==> config.mk <==
export PLATFORM = sky130hd
export DESIGN_NAME = bus_master_if
export DESIGN_NICKNAME = d
export VERILOG_FILES = /design/src/rtl/bus_master_if_pkg.sv /design/src/rtl/bus_master_if.sv
export SDC_FILE = /design/constraint.sdc
export NUM_CORES = 1
export LEC_CHECK = 0
export CAP_MARGIN = 30
export CORE_MARGIN = 3
export CORE_UTILIZATION = 42
export CTS_BUF_LIST = sky130_fd_sc_hd__clkbuf_16
export DETAILED_ROUTE_END_ITERATION = 8
export HOLD_SLACK_MARGIN = 0.12
export PLACE_DENSITY = 0.77
export REMOVE_ABC_BUFFERS = 1
export SYNTH_ARGS = -nofsm -noshare
export SYNTH_HDL_FRONTEND = slang
export SYNTH_SLANG_ARGS = --single-unit
==> constraint.sdc <==
create_clock -name clk -period 5.6 [get_ports clk]
set_input_delay 1.68 -clock clk [delete_from_list [all_inputs] [get_ports clk]]
set_output_delay 1.68 -clock clk [all_outputs]
set_load 0.1 [all_outputs]
==> src/rtl/bus_master_if_pkg.sv <==
// Shared bus definitions: widths, direction/enable encodings and the
// initiator FSM state encoding used by bus_master_if.
package bus_master_if_pkg;

    localparam int WORD_ADDR_BUS = 30;
    localparam int WORD_DATA_BUS = 32;

    localparam logic READ     = 1'b1;
    localparam logic WRITE    = 1'b0;
    localparam logic ENABLE_  = 1'b0;
    localparam logic DISABLE_ = 1'b1;

    localparam int BUS_IF_TIMEOUT_DEFAULT = 16;
    localparam int BUS_IF_CNT_W           = 8;

    typedef enum logic [1:0] {
        BUS_IF_IDLE   = 2'd0,
        BUS_IF_REQ    = 2'd1,
        BUS_IF_ACCESS = 2'd2
    } bus_if_state_e;

endpackage

==> src/rtl/bus_master_if.sv <==
// Initiator-side bus interface: one core access at a time, arbitrated with
// req_n/grnt_n, a single address strobe, and a wait-state timeout.
module bus_master_if
    import bus_master_if_pkg::*;
#(
    parameter int TIMEOUT = BUS_IF_TIMEOUT_DEFAULT
) (
    input  logic                     clk,
    input  logic                     reset,
    input  logic                     core_as_n,
    input  logic                     core_rw,
    input  logic [WORD_ADDR_BUS-1:0] core_addr,
    input  logic [WORD_DATA_BUS-1:0] core_wr_data,
    output logic [WORD_DATA_BUS-1:0] core_rd_data,
    output logic                     core_busy,
    output logic                     core_done,
    output logic                     core_err,
    output logic                     bus_req_n,
    input  logic                     bus_grnt_n,
    output logic [WORD_ADDR_BUS-1:0] bus_addr,
    output logic                     bus_as_n,
    output logic                     bus_rw,
    output logic [WORD_DATA_BUS-1:0] bus_wr_data,
    input  logic [WORD_DATA_BUS-1:0] bus_rd_data,
    input  logic                     bus_rdy_n,
    output logic [1:0]               dbg_state
);

    localparam logic [BUS_IF_CNT_W-1:0] TO_LAST = BUS_IF_CNT_W'(TIMEOUT - 1);

    bus_if_state_e             state_q;
    logic [BUS_IF_CNT_W-1:0]   cnt_q;
    logic [BUS_IF_CNT_W-1:0]   cnt_d;
    logic                      timeout_hit;
    logic [WORD_DATA_BUS-1:0]  rd_data_q;
    logic                      busy_q, done_q, err_q;
    logic                      req_n_q, as_n_q, rw_q;
    logic [WORD_ADDR_BUS-1:0]  addr_q;
    logic [WORD_DATA_BUS-1:0]  wr_data_q;

    always_comb begin
        cnt_d       = cnt_q + 1'b1;
        timeout_hit = (cnt_q == TO_LAST);
    end

    // Core side: a one-cycle low core_as_n is taken only in IDLE; busy then
    // covers the whole access and done/err are single-cycle completion pulses.
    // Bus side: request held low until completion; the strobe lasts exactly
    // the first ACCESS cycle and rdy_n is only meaningful once we own the bus.
    always_ff @(posedge clk or posedge reset) begin
        if (reset) begin
            state_q   <= BUS_IF_IDLE;
            cnt_q     <= '0;
            rd_data_q <= '0;
            busy_q    <= 1'b0;
            done_q    <= 1'b0;
            err_q     <= 1'b0;
            req_n_q   <= DISABLE_;
            as_n_q    <= DISABLE_;
            rw_q      <= READ;
            addr_q    <= '0;
            wr_data_q <= '0;
        end else begin
            done_q <= 1'b0;
            err_q  <= 1'b0;
            case (state_q)
                BUS_IF_IDLE: begin
                    if (core_as_n == ENABLE_) begin
                        addr_q    <= core_addr;
                        rw_q      <= core_rw;
                        wr_data_q <= core_wr_data;
                        req_n_q   <= ENABLE_;
                        busy_q    <= 1'b1;
                        state_q   <= BUS_IF_REQ;
                    end
                end
                BUS_IF_REQ: begin
                    if (bus_grnt_n == ENABLE_) begin
                        as_n_q  <= ENABLE_;
                        cnt_q   <= '0;
                        state_q <= BUS_IF_ACCESS;
                    end
                end
                BUS_IF_ACCESS: begin
                    as_n_q <= DISABLE_;
                    // Ready is checked first so it wins over a coincident timeout.
                    if (bus_rdy_n == ENABLE_) begin
                        if (rw_q == READ) begin
                            rd_data_q <= bus_rd_data;
                        end
                        done_q  <= 1'b1;
                        req_n_q <= DISABLE_;
                        busy_q  <= 1'b0;
                        state_q <= BUS_IF_IDLE;
                    end else if (timeout_hit) begin
                        err_q   <= 1'b1;
                        req_n_q <= DISABLE_;
                        busy_q  <= 1'b0;
                        state_q <= BUS_IF_IDLE;
                    end else begin
                        cnt_q <= cnt_d;
                    end
                end
                default: state_q <= BUS_IF_IDLE;
            endcase
        end
    end

    assign core_rd_data = rd_data_q;
    assign core_busy    = busy_q;
    assign core_done    = done_q;
    assign core_err     = err_q;
    assign bus_req_n    = req_n_q;
    assign bus_as_n     = as_n_q;
    assign bus_rw       = rw_q;
    assign bus_addr     = addr_q;
    assign bus_wr_data  = wr_data_q;
    assign dbg_state    = state_q;

endmodule

**Word level (Yosys, flattened, before mapping)**

Index checks and enable logic that the tools add are counted.

- $add $sub $neg: 1
- Equality and inequality tests: 8
- Multiplexer cells: 24
- Bitwise gates (word level): 2
- Reductions and logical operators: 9

Operators by type and width:

| operator | count |
|---|---|
| 8-bit 2-to-1 mux | 3 |
| 8-bit one-hot mux with 2 select lines | 1 |
| 1-bit 2-to-1 mux | 12 |
| 3-bit AND reduction | 3 |
| 8-bit by 1-bit adder with 8-bit output, second input constant | 1 |
| 8-bit by 4-bit equality test with 1-bit output, second input constant | 1 |
| 2-bit 2-to-1 mux | 4 |
| 2-bit inequality test, second input constant | 4 |
| 1-bit one-hot mux with 2 select lines | 3 |
| 2-bit one-hot mux with 3 select lines | 1 |
| 2-bit AND reduction | 2 |
| 4-bit AND reduction | 1 |
| 2-bit nonzero test | 2 |
| 3-bit inequality test, second input constant | 1 |
| 2-bit by 1-bit equality test with 1-bit output, second input constant | 1 |
| 2-bit equality test, second input constant | 1 |
| 2-bit zero test | 1 |
| 1-bit inverter | 2 |

- Register bits after elaboration: 110
- Input bits: 100
- Output and inout bits: 102
- Word-level logic and storage cells: 55

**Depth between registers and ports, before layout**

- Depth after elaboration: 4
- Depth in mapped cells: 7
- Mapped depth without buffers: 5

**Worst setup path after synthesis**

No wires, ideal clock.

- Path kind: reg2out
- Start: register state_q[0], in the netlist dbg_state[0]
- End: output dbg_state[0]
- Arrival: 1018 ps
- Required time: 3920 ps
- Slack: 2902 ps
- Stages on the path, launching flop included: 1
- Path buffers: 0
- Cells stage by stage: dfrtp_1

RTL lines:

| element | line | text |
|---|---|---|
| start: declaration | bus_master_if.sv:31 | `bus_if_state_e state_q;` |
| start signal: assignment | bus_master_if.sv:52 | `state_q <= BUS_IF_IDLE;` |
| start signal: assignment | bus_master_if.sv:74 | `state_q <= BUS_IF_REQ;` |
| start signal: assignment | bus_master_if.sv:81 | `state_q <= BUS_IF_ACCESS;` |
| end: declaration | bus_master_if.sv:26 | `output logic [1:0] dbg_state` |

No word-level cell between the ends.

**Worst setup path after layout**

- Start: register state_q[0], in the netlist dbg_state[0]
- End: output dbg_state[0]

No word-level cell between the ends.

==> results.md <==
* # rows at 37
* Hold Buf Count CTS at 0
* Met2 Track Usage GR at between 20 and 30%
* Final hold vios at 0
* Arr. time, crit path at between 2000 and 2500 ps
* CTS Buffer Depth at 2
* Inserted Diodes at 0
* Max stage delay cell, worst path: clkdlybuf4s50_1
* Drt pass-1 iters at 4
* Ratio of final minimum period to clock period at around 69%
* Most area-consuming cells after synthesis: dfrtp_1 (59%), mux2_2 (15%), mux2_4 (10%)
* Number of DRC markers in iteration 0 at between 100 and 150
* RSZ-0062 raised after global routing: false
* Syn Std Cell Area at roughly 4500 µm²
* Io pins at 202
* Vias per cell at between 4 and 5
* Final min period at roughly 4000 ps
* Buffers on Ports at approximately 200
* CP startpoint kind: flop
* Count leader, synth: dfrtp_1
* Synth-to-Final Area Change at 52.8%
* Met1 usage at between 20% and 30%
* Worst slew pin tran at 1020 ps
* CTS tree: built
* Clock slew at reported path FFs at roughly 70 ps
* Post-synthesis cell type count at 40
* #FFs+latches synth at 110
* Met3 usage at 5.46%
* Antenna violations before repair at 0
* Fin Setup TNS at 0 ps
* Avg Inst Size Synth at between 15 and 20 µm²
* # Post-CTS Setup Buffers at 0
* GRT Util Overall at 17.3%
* Clock latency at the later pin of the worst-skew pair at 330 ps
* Skew final at 9.48 ps
* DR WL/cell at around 17 µm
* Highest achievable clock rate at between 200 and 300 MHz
* Register area share after synthesis at slightly above 60%
* Post-synth top cells: dfrtp_1 (107), mux2_2 (61), mux2_4 (30)
* Routed vias at 3022
* Hpwl dp at 8010 µm
* CTS Root Cell: clkbuf_16
* Global routing's busiest layer: met2
* Clock sinks at 110
* Post-synth ARST share at 100%
* Post-synth EDFFs at 0
* Residual DRC at 0
* TritonCTS Buffers at 9
* Starting Density at 43.4%
* WL final at between 10000 and 15000 µm
* Post-synthesis instance total at 280
* Setup CP Type: flop to primary output
* Fillers at a little under 800
* Largest net degree at the start of global routing at 64
* Yosys warns at 0
* Global-route wire length before repair at 16100 µm
* Die Area at about 12000 µm²
* CP bufs+invs at 1
* Slew margin rel. at a little under a third
* Crit. End Element: primary output
* Crit-path cells: clkdlybuf4s50_1
* Number of global-route vias before repair at about 3200
* Post-synth top area cell: dfrtp_1
* DRT antenna net count at 0
* CTS H-tree depth at 3
* CP Max Fanout at 14
* Top_reg_cell synth: dfrtp_1
* Die Y at 110 µm
* Nets@finish at between 500 and 600
* Min-Delay Path Class: flop to flop
* CP required at roughly 3900 ps
* Die W at 110 µm
* Routability Congestion at approximately 0.81
* Family with the most delay on the worst path: buffers and inverters
* Core Box Area at between 10000 and 15000 µm²
* Post-synth top area share at between 50 and 60%
* Max incr delay on CP at roughly 1200 ps
* Cells resized by post-CTS repair at 0
* Final setup violation count at 0
* Status: finished clean
* Layout cells sized above 1 at 24.7%
* Grt ovf at 0
* Maxcap violations at 0
* Final Max Slew Viols at 0
[per-stage QoR]
| step | cell area (µm²) | util [%] | setup WS [ps] | hold WS [ps] | std cells |
|---|---|---|---|---|---|
| floorplan | 4350 | - | 1020 | 488 | 268 |
| global placement | 6560 | 63.2 | 1830 | 474 | 608 |
| detailed placement | 6580 | 63.5 | 1810 | 479 | 609 |
| CTS | 6860 | 66.1 | 1700 | 495 | 625 |
| global route | 6880 | 66.3 | 1600 | 517 | 626 |
| finish | 6880 | 66.3 | 1710 | 492 | 626 |
[metal layers]
layer / routed length [µm] / vias up / part of all wire, %
met5: 0 / - / 0
met4: 191 / 0 / 1.8
met3: 1000 / 14 / 9.6
met2: 5160 / 130 / 49
met1: 4150 / 1470 / 39
li1: - / 1408 / -
[path summary, 6_finish.rpt]
check	from	endpoint	slack, ps	depth (start not counted)
hold / removal	bus_wr_data[22]$_DFFE_PP0P_	bus_wr_data[22]$_DFFE_PP0P_	490	1
setup / recovery	dbg_state[0]$_DFFE_PP0P_	dbg_state[0]	1710	1
setup reg to reg	dbg_state[1]$_DFFE_PP0P_	core_rd_data[30]$_DFFE_PP0P_	3620	5
hold reg to reg	bus_wr_data[22]$_DFFE_PP0P_	bus_wr_data[22]$_DFFE_PP0P_	490	1
min in group asynchronous	reset	bus_wr_data[16]$_DFFE_PP0P_	1690	2
max in group asynchronous	reset	bus_addr[24]$_DFFE_PP0P_	2970	4
[cell families after synthesis]
logic type,count (synthesis),synth area share [%]
flip-flops,110,61.2
AO/OA/AOI/OAI,21,3.00
AND/OR/NAND/NOR,36,5.06
buffers and inverters,15,3.75
adder cells (fa/ha/maj),1,0.278
multiplexers,96,26.5
XOR/XNOR,1,0.195
[placed cells by master, fill, tap and decap left out, drive strengths merged, types with 3 or more instances in the layout]
cell,Yosys,routed
a21oi,3,3
dfrtp,107,107
nor2,4,4
buf,12,5
inv,3,6
nor3,3,3
clkdlybuf4s50,0,201
mux2,95,95
clkbuf,0,9
o21ai,11,11
nand2,10,10
dfstp,3,3
nand3,4,4
[flip-flops by register name (all words and copies together), names as in the netlist]
| name | count |
|---|---|
| bus_addr | 30 |
| bus_as_n | 1 |
| bus_req_n | 1 |
| bus_rw | 1 |
| bus_wr_data | 32 |
| cnt_q | 8 |
| core_busy | 1 |
| core_done | 1 |
| core_err | 1 |
| core_rd_data | 32 |
| dbg_state | 2 |
[final cells by class]
| type | count | area [µm²] | share of cell area (%) |
|---|---|---|---|
| clock buffers | 9 | 225 | 3.28 |
| clock inverters | 7 | 48.8 | 0.710 |
| inverters | 3 | 16.3 | 0.237 |
| multi-input cells | 155 | 1580 | 22.9 |
| flip-flops and latches | 110 | 2760 | 40.1 |
| well taps | 136 | 170 | 2.47 |
| repair buffers | 206 | 2080 | 30.3 |
Power is left out: the tool's default activity adds up to more than one toggle a clock period on the data nets, which glitch-free logic cannot reach.
